[src/rtl/axil_cmd_master.sv]
// AXI4-Lite master that turns a cmd/rsp handshake pair into exactly one outstanding
// AXI transaction, with a saturating error counter and a sticky stall watchdog.
module axil_cmd_master #(
  parameter int ADDR_WIDTH = 6,
  parameter int DATA_WIDTH = 32,
  parameter int TIMEOUT    = 255
) (
  input  logic                    ACLK,
  input  logic                    ARESETn,
  input  logic                    cmd_valid,
  output logic                    cmd_ready,
  input  logic                    cmd_write,
  input  logic [ADDR_WIDTH-1:0]   cmd_addr,
  input  logic [DATA_WIDTH-1:0]   cmd_wdata,
  input  logic [DATA_WIDTH/8-1:0] cmd_wstrb,
  output logic                    rsp_valid,
  input  logic                    rsp_ready,
  output logic                    rsp_write,
  output logic [DATA_WIDTH-1:0]   rsp_rdata,
  output logic [1:0]              rsp_resp,
  output logic [ADDR_WIDTH-1:0]   m_axi_awaddr,
  output logic [2:0]              m_axi_awprot,
  output logic                    m_axi_awvalid,
  input  logic                    m_axi_awready,
  output logic [DATA_WIDTH-1:0]   m_axi_wdata,
  output logic [DATA_WIDTH/8-1:0] m_axi_wstrb,
  output logic                    m_axi_wvalid,
  input  logic                    m_axi_wready,
  input  logic [1:0]              m_axi_bresp,
  input  logic                    m_axi_bvalid,
  output logic                    m_axi_bready,
  output logic [ADDR_WIDTH-1:0]   m_axi_araddr,
  output logic [2:0]              m_axi_arprot,
  output logic                    m_axi_arvalid,
  input  logic                    m_axi_arready,
  input  logic [DATA_WIDTH-1:0]   m_axi_rdata,
  input  logic [1:0]              m_axi_rresp,
  input  logic                    m_axi_rvalid,
  output logic                    m_axi_rready,
  output logic [7:0]              err_cnt,
  output logic                    timeout_flag,
  input  logic                    timeout_clr
);

  localparam int SW = DATA_WIDTH / 8;
  localparam int CW = (TIMEOUT < 2) ? 1 : $clog2(TIMEOUT + 1);
  localparam logic [CW-1:0] TO_CNT = CW'(TIMEOUT);

  typedef enum logic [2:0] {
    IDLE    = 3'd0,
    WR_REQ  = 3'd1,
    WR_RESP = 3'd2,
    RD_REQ  = 3'd3,
    RD_DATA = 3'd4,
    RSP     = 3'd5
  } state_t;

  state_t                  state_q, state_d;
  logic                    cmd_ready_q, cmd_ready_d;
  logic                    awvalid_q, awvalid_d;
  logic                    wvalid_q, wvalid_d;
  logic                    arvalid_q, arvalid_d;
  logic [ADDR_WIDTH-1:0]   addr_q, addr_d;
  logic [DATA_WIDTH-1:0]   wdata_q, wdata_d;
  logic [SW-1:0]           wstrb_q, wstrb_d;
  logic                    rsp_write_q, rsp_write_d;
  logic [DATA_WIDTH-1:0]   rsp_rdata_q, rsp_rdata_d;
  logic [1:0]              rsp_resp_q, rsp_resp_d;
  logic [7:0]              err_cnt_q, err_cnt_d;
  logic                    timeout_flag_q, timeout_flag_d;
  logic [CW-1:0]           wait_cnt_q, wait_cnt_d;

  logic                    aw_done, w_done, capture, wait_state;
  logic [1:0]              resp_in;

  always_comb begin
    state_d        = state_q;
    awvalid_d      = awvalid_q;
    wvalid_d       = wvalid_q;
    arvalid_d      = arvalid_q;
    addr_d         = addr_q;
    wdata_d        = wdata_q;
    wstrb_d        = wstrb_q;
    rsp_write_d    = rsp_write_q;
    rsp_rdata_d    = rsp_rdata_q;
    rsp_resp_d     = rsp_resp_q;
    err_cnt_d      = err_cnt_q;
    timeout_flag_d = timeout_flag_q;
    wait_cnt_d     = wait_cnt_q;
    capture        = 1'b0;
    resp_in        = 2'b00;
    aw_done        = !awvalid_q || m_axi_awready;
    w_done         = !wvalid_q || m_axi_wready;

    case (state_q)
      IDLE: begin
        if (cmd_valid && cmd_ready_q) begin
          addr_d  = cmd_addr;
          wdata_d = cmd_wdata;
          wstrb_d = cmd_wstrb;
          if (cmd_write) begin
            awvalid_d = 1'b1;
            wvalid_d  = 1'b1;
            state_d   = WR_REQ;
          end else begin
            arvalid_d = 1'b1;
            state_d   = RD_REQ;
          end
        end
      end
      WR_REQ: begin
        // AW and W retire independently; move on once both have.
        if (awvalid_q && m_axi_awready) awvalid_d = 1'b0;
        if (wvalid_q && m_axi_wready)   wvalid_d  = 1'b0;
        if (aw_done && w_done)          state_d   = WR_RESP;
      end
      WR_RESP: begin
        if (m_axi_bvalid) begin
          capture     = 1'b1;
          resp_in     = m_axi_bresp;
          rsp_resp_d  = m_axi_bresp;
          rsp_rdata_d = '0;
          rsp_write_d = 1'b1;
          state_d     = RSP;
        end
      end
      RD_REQ: begin
        if (m_axi_arready) begin
          arvalid_d = 1'b0;
          state_d   = RD_DATA;
        end
      end
      RD_DATA: begin
        if (m_axi_rvalid) begin
          capture     = 1'b1;
          resp_in     = m_axi_rresp;
          rsp_resp_d  = m_axi_rresp;
          rsp_rdata_d = m_axi_rdata;
          rsp_write_d = 1'b0;
          state_d     = RSP;
        end
      end
      RSP: begin
        if (rsp_ready) state_d = IDLE;
      end
      default: state_d = IDLE;
    endcase

    if (capture && (resp_in != 2'b00) && (err_cnt_q != 8'hFF))
      err_cnt_d = err_cnt_q + 8'd1;

    // Counter restarts on every state change and parks at TIMEOUT while stuck.
    wait_state = (state_q == WR_REQ) || (state_q == WR_RESP) ||
                 (state_q == RD_REQ) || (state_q == RD_DATA);
    if (!wait_state || (state_d != state_q))
      wait_cnt_d = '0;
    else if (wait_cnt_q != TO_CNT)
      wait_cnt_d = wait_cnt_q + CW'(1);

    if (timeout_clr) timeout_flag_d = 1'b0;
    if ((TIMEOUT != 0) && wait_state && (wait_cnt_d == TO_CNT))
      timeout_flag_d = 1'b1;

    cmd_ready_d = (state_d == IDLE);
  end

  always_ff @(posedge ACLK or negedge ARESETn) begin
    if (!ARESETn) begin
      state_q        <= IDLE;
      cmd_ready_q    <= 1'b0;
      awvalid_q      <= 1'b0;
      wvalid_q       <= 1'b0;
      arvalid_q      <= 1'b0;
      addr_q         <= '0;
      wdata_q        <= '0;
      wstrb_q        <= '0;
      rsp_write_q    <= 1'b0;
      rsp_rdata_q    <= '0;
      rsp_resp_q     <= 2'b00;
      err_cnt_q      <= 8'h00;
      timeout_flag_q <= 1'b0;
      wait_cnt_q     <= '0;
    end else begin
      state_q        <= state_d;
      cmd_ready_q    <= cmd_ready_d;
      awvalid_q      <= awvalid_d;
      wvalid_q       <= wvalid_d;
      arvalid_q      <= arvalid_d;
      addr_q         <= addr_d;
      wdata_q        <= wdata_d;
      wstrb_q        <= wstrb_d;
      rsp_write_q    <= rsp_write_d;
      rsp_rdata_q    <= rsp_rdata_d;
      rsp_resp_q     <= rsp_resp_d;
      err_cnt_q      <= err_cnt_d;
      timeout_flag_q <= timeout_flag_d;
      wait_cnt_q     <= wait_cnt_d;
    end
  end

  assign cmd_ready     = cmd_ready_q;
  assign rsp_valid     = (state_q == RSP);
  assign rsp_write     = rsp_write_q;
  assign rsp_rdata     = rsp_rdata_q;
  assign rsp_resp      = rsp_resp_q;
  assign m_axi_awaddr  = addr_q;
  assign m_axi_awprot  = 3'b000;
  assign m_axi_awvalid = awvalid_q;
  assign m_axi_wdata   = wdata_q;
  assign m_axi_wstrb   = wstrb_q;
  assign m_axi_wvalid  = wvalid_q;
  assign m_axi_bready  = (state_q == WR_RESP);
  assign m_axi_araddr  = addr_q;
  assign m_axi_arprot  = 3'b000;
  assign m_axi_arvalid = arvalid_q;
  assign m_axi_rready  = (state_q == RD_DATA);
  assign err_cnt       = err_cnt_q;
  assign timeout_flag  = timeout_flag_q;

endmodule

[config.mk]
export PLATFORM = sky130hd
export DESIGN_NAME = axil_cmd_master
export DESIGN_NICKNAME = d
export VERILOG_FILES = /design/src/rtl/axil_cmd_master.sv
export SDC_FILE = /design/constraint.sdc
export NUM_CORES = 1
export LEC_CHECK = 0
export CAP_MARGIN = 20
export CORE_AREA = 3 3 103 105
export DETAILED_ROUTE_END_ITERATION = 7
export DIE_AREA = 0 0 106 108
export HOLD_SLACK_MARGIN = 0.08
export PLACE_DENSITY = 0.84
export REMOVE_ABC_BUFFERS = 1
export SETUP_SLACK_MARGIN = 0.02
export SYNTH_ARGS = -nofsm -noshare
export SYNTH_HDL_FRONTEND = slang
export SYNTH_SLANG_ARGS = --single-unit
[constraint.sdc]
create_clock -name ACLK -period 3.1 [get_ports ACLK]
set_input_delay 0.62 -clock ACLK [delete_from_list [all_inputs] [get_ports ACLK]]
set_output_delay 0.62 -clock ACLK [all_outputs]
set_load 0.05 [all_outputs]
==> impl_metrics.ini <==
[die]
start_util_pct = 44.56
core_area_um2 = 9729
row_count = 36
die_w_um = 106
pin_count = 194
dieArea_um2 = 11450
chipHeight_um = 108

[timing]
slew_headroom_pct = 48.71
hold_violations = 0
finClkSkew_ns = 0.01205
fin_crit_ns = 2.787
rsz0062_at_grt = false
setup_violations = 0
layout_worst_path_cycle_share_pct = 89.91
worst_hold_slack_ns = 0.2707
max_freq_ghz = 0.3588
tightest_slew_ns = 0.7635
slew_violations = 0

[routing]
drtPass1Iterations = 5
vias = 3514
wl_per_cell_um = 15.85
drt_iter0_markers = 178
wl_um = 11070
drcViolationCount = 0
final_antenna_net_count = 0
viasPerCell = 5.034

[final_layout]
drive_above_1_share_pct = 11.86
syn_to_final_growth_pct = 48.40
fin_cells = 698
nNetsFinal = 652
diodes = 0
postLayoutCoreUtil_pct = 66.13

[global_routing]
antenna_found_initial = 0
grt.total_usage_pct = 19.35
grt_pass1_vias = 3633
top_usage_layer = met2
grt_max_degree = 68
met1_usage_pct = 22.67
overflow = 0
use_met3_pct = 5.552
grt_pass1_wl_um = 17820
use_met2_pct = 33.65

[synthesis]
netlist_area_um2 = 4335
ys_seq_elements = 101
netlist_top_cells_area = dfrtp_1, mux2_2, nand2_1, buf_4, o21ai_0
yosysWarnings = 0
syn_inst = 385
yosysMostFrequentCell = dfrtp_1
synth-main-ff-cell = dfrtp_1
synth_largest_area_cell = dfrtp_1
synthDistinctLibCells = 44
syn_area_per_cell_um2 = 11.26
seq_area_frac_synth_pct = 58.30
async_flop_share_pct = 100.0
synth_edf_count = 0
synth_top_area_share_pct = 58.30
yosys-top-cells-count = dfrtp_1, nand2_1, mux2_2

[setup_path]
critPathTopFamily = buffers and inverters
required_ns = 2.48
crit_path_end_kind = output pin
cp.arrival_ns = 2.17
critical-path-max-stage-delay_ns = 0.81
cp_num_buf_inv = 1
path_class = reg -> out
critPathLaunch = state_q[1]$_DFF_PN0_
r2r-start = wait_cnt_q[0]$_DFF_PN0_
worstPathCellList = nor2b_1 -> nor2b_1 -> clkdlybuf4s50_1
start_kind = flip-flop
cp_slowest_cell = clkdlybuf4s50_1
timing.critical_path.mode_cell = nor2b_1
cp_max_fo = 11

[cts]
cts_inserted_buffers = 9
postCtsSetupBuffers = 0
cts_hold_buf = 0
cts.sink_count = 101
cts_resized = 0
cts_root_buf = clkbuf_8
tritoncts = yes
htreeDepth = 3
worstSkewPairLatency_ns = 0.35
cts.reportedPaths.clkPinSlew_ns = 0.09
cts_buffer_depth = 2

[pwr]
net-switching-power_uw = 3448
peakVddDrop_mv = 0.9292
internal_power_uw = 3592
power.leakage_uw = 0.002682
seq_power_share_pct = 30.3
pwr-share-comb_pct = 58.1
p_total_uw = 7040
swShare_pct = 48.98
p_per_area_nw_per_um2 = 1094
pwr-share-clk_pct = 11.6

[placement]
io_buffer_count = 187
finalWeightedCongestion = 0.8847
dp.cells = 683
dpl.hpwl_um = 8279

[flow_run]
drv_cap = 0

[worst_hold_path]
hold_class = in -> async

[run_status]
run_status = completed
worst reg2reg max path, stage by stage (launching register included):
cell,delay [ns]
dfrtp_1,0.47
ha_1,0.27
nand2_1,0.16
nor3_1,0.67
a31oi_1,0.23
o41ai_2,0.29
power by group through the flow:
stage	Clock [µW]	Sequential (µW)	Combinational (µW)
2_1_floorplan	0	3850	936
3_3_place_gp	0	2120	4050
3_5_place_dp	0	2160	4110
4_1_cts	843	2140	4120
5_1_grt	893	2210	4290
6_report	818	2130	4090
state kept, by name, summed over array words and instances (netlist names), 2 cells and up:
name,flops
rsp_rdata,32
err_cnt,8
m_axi_wstrb,4
m_axi_wdata,32
wait_cnt_q,8
rsp_resp,2
state_q,3
m_axi_araddr,6
stage by stage:
stage	TNS (ns)	worst slack (ns)	cell area [µm²]
floorplan	-18.95	-0.5635	4163
global placement	0	0.7059	6245
detailed placement	0	0.6729	6245
CTS	0	0.3028	6434
global route	0	0.1779	6434
finish	0	0.3129	6434
worst paths after layout:
| path | to | depth (start not counted) | slack [ns] |
|---|---|---|---|
| min in group ACLK | rsp_rdata[16]$_DFFE_PN0P_ | 2 | 0.49 |
| hold reg to reg | rsp_rdata[16]$_DFFE_PN0P_ | 2 | 0.49 |
| setup reg to reg | timeout_flag$_DFFE_PN0P_ | 5 | 0.91 |
| setup / recovery | m_axi_bready | 3 | 0.31 |
| hold / removal | err_cnt[5]$_DFFE_PN0P_ | 1 | 0.27 |
| max in group asynchronous | m_axi_wdata[14]$_DFFE_PN0P_ | 2 | 2.12 |
cell families after synthesis:
family	Yosys count	share of synthesized area, %
muxes	46	11.86
DFF	101	58.30
AOI/OAI and AO/OA	62	9.207
adders and majority gates	2	0.5771
xor gates and xnor gates	10	2.020
and+or+nand+nor	127	13.10
buffers and inverters	36	4.848
other	1	0.08650
layout by cell type, fill, tap and decap left out, types with 3 or more instances in the layout:
cell type / n
clkdlybuf4s50_1: 185
dfrtp_1: 101
nand2_1: 80
mux2_2: 42
o21ai_0: 20
o21ai_1: 15
nor2_1: 14
clkbuf_8: 9
xnor2_1: 8
nand3_1: 6
nand4_1: 6
a31oi_1: 6
nor3_1: 6
conb_1: 6
inv_1: 5
a21oi_1: 5
buf_4: 5
nand2b_1: 4
mux2i_1: 3
clkinvlp_4: 3
final cells by class:
cell class	instances	area, µm²
Clock buffer	10	127.6
Fill cell	775	3296
Tap cell	133	166.4
Clock inverter	5	61.31
Multi-Input combinational cell	253	1623
Sequential cell	101	2527
Inverter	5	18.77
Timing Repair Buffer	191	1909
per-layer routing:
layer  wire [µm]  vias to the layer above
met3         789                       29
met4         323                        0
li1            -                     1650
met1        4167                     1679
met2        5785                      156
met5           0                        -
No activity file was read; power rests on OpenSTA's default activity.
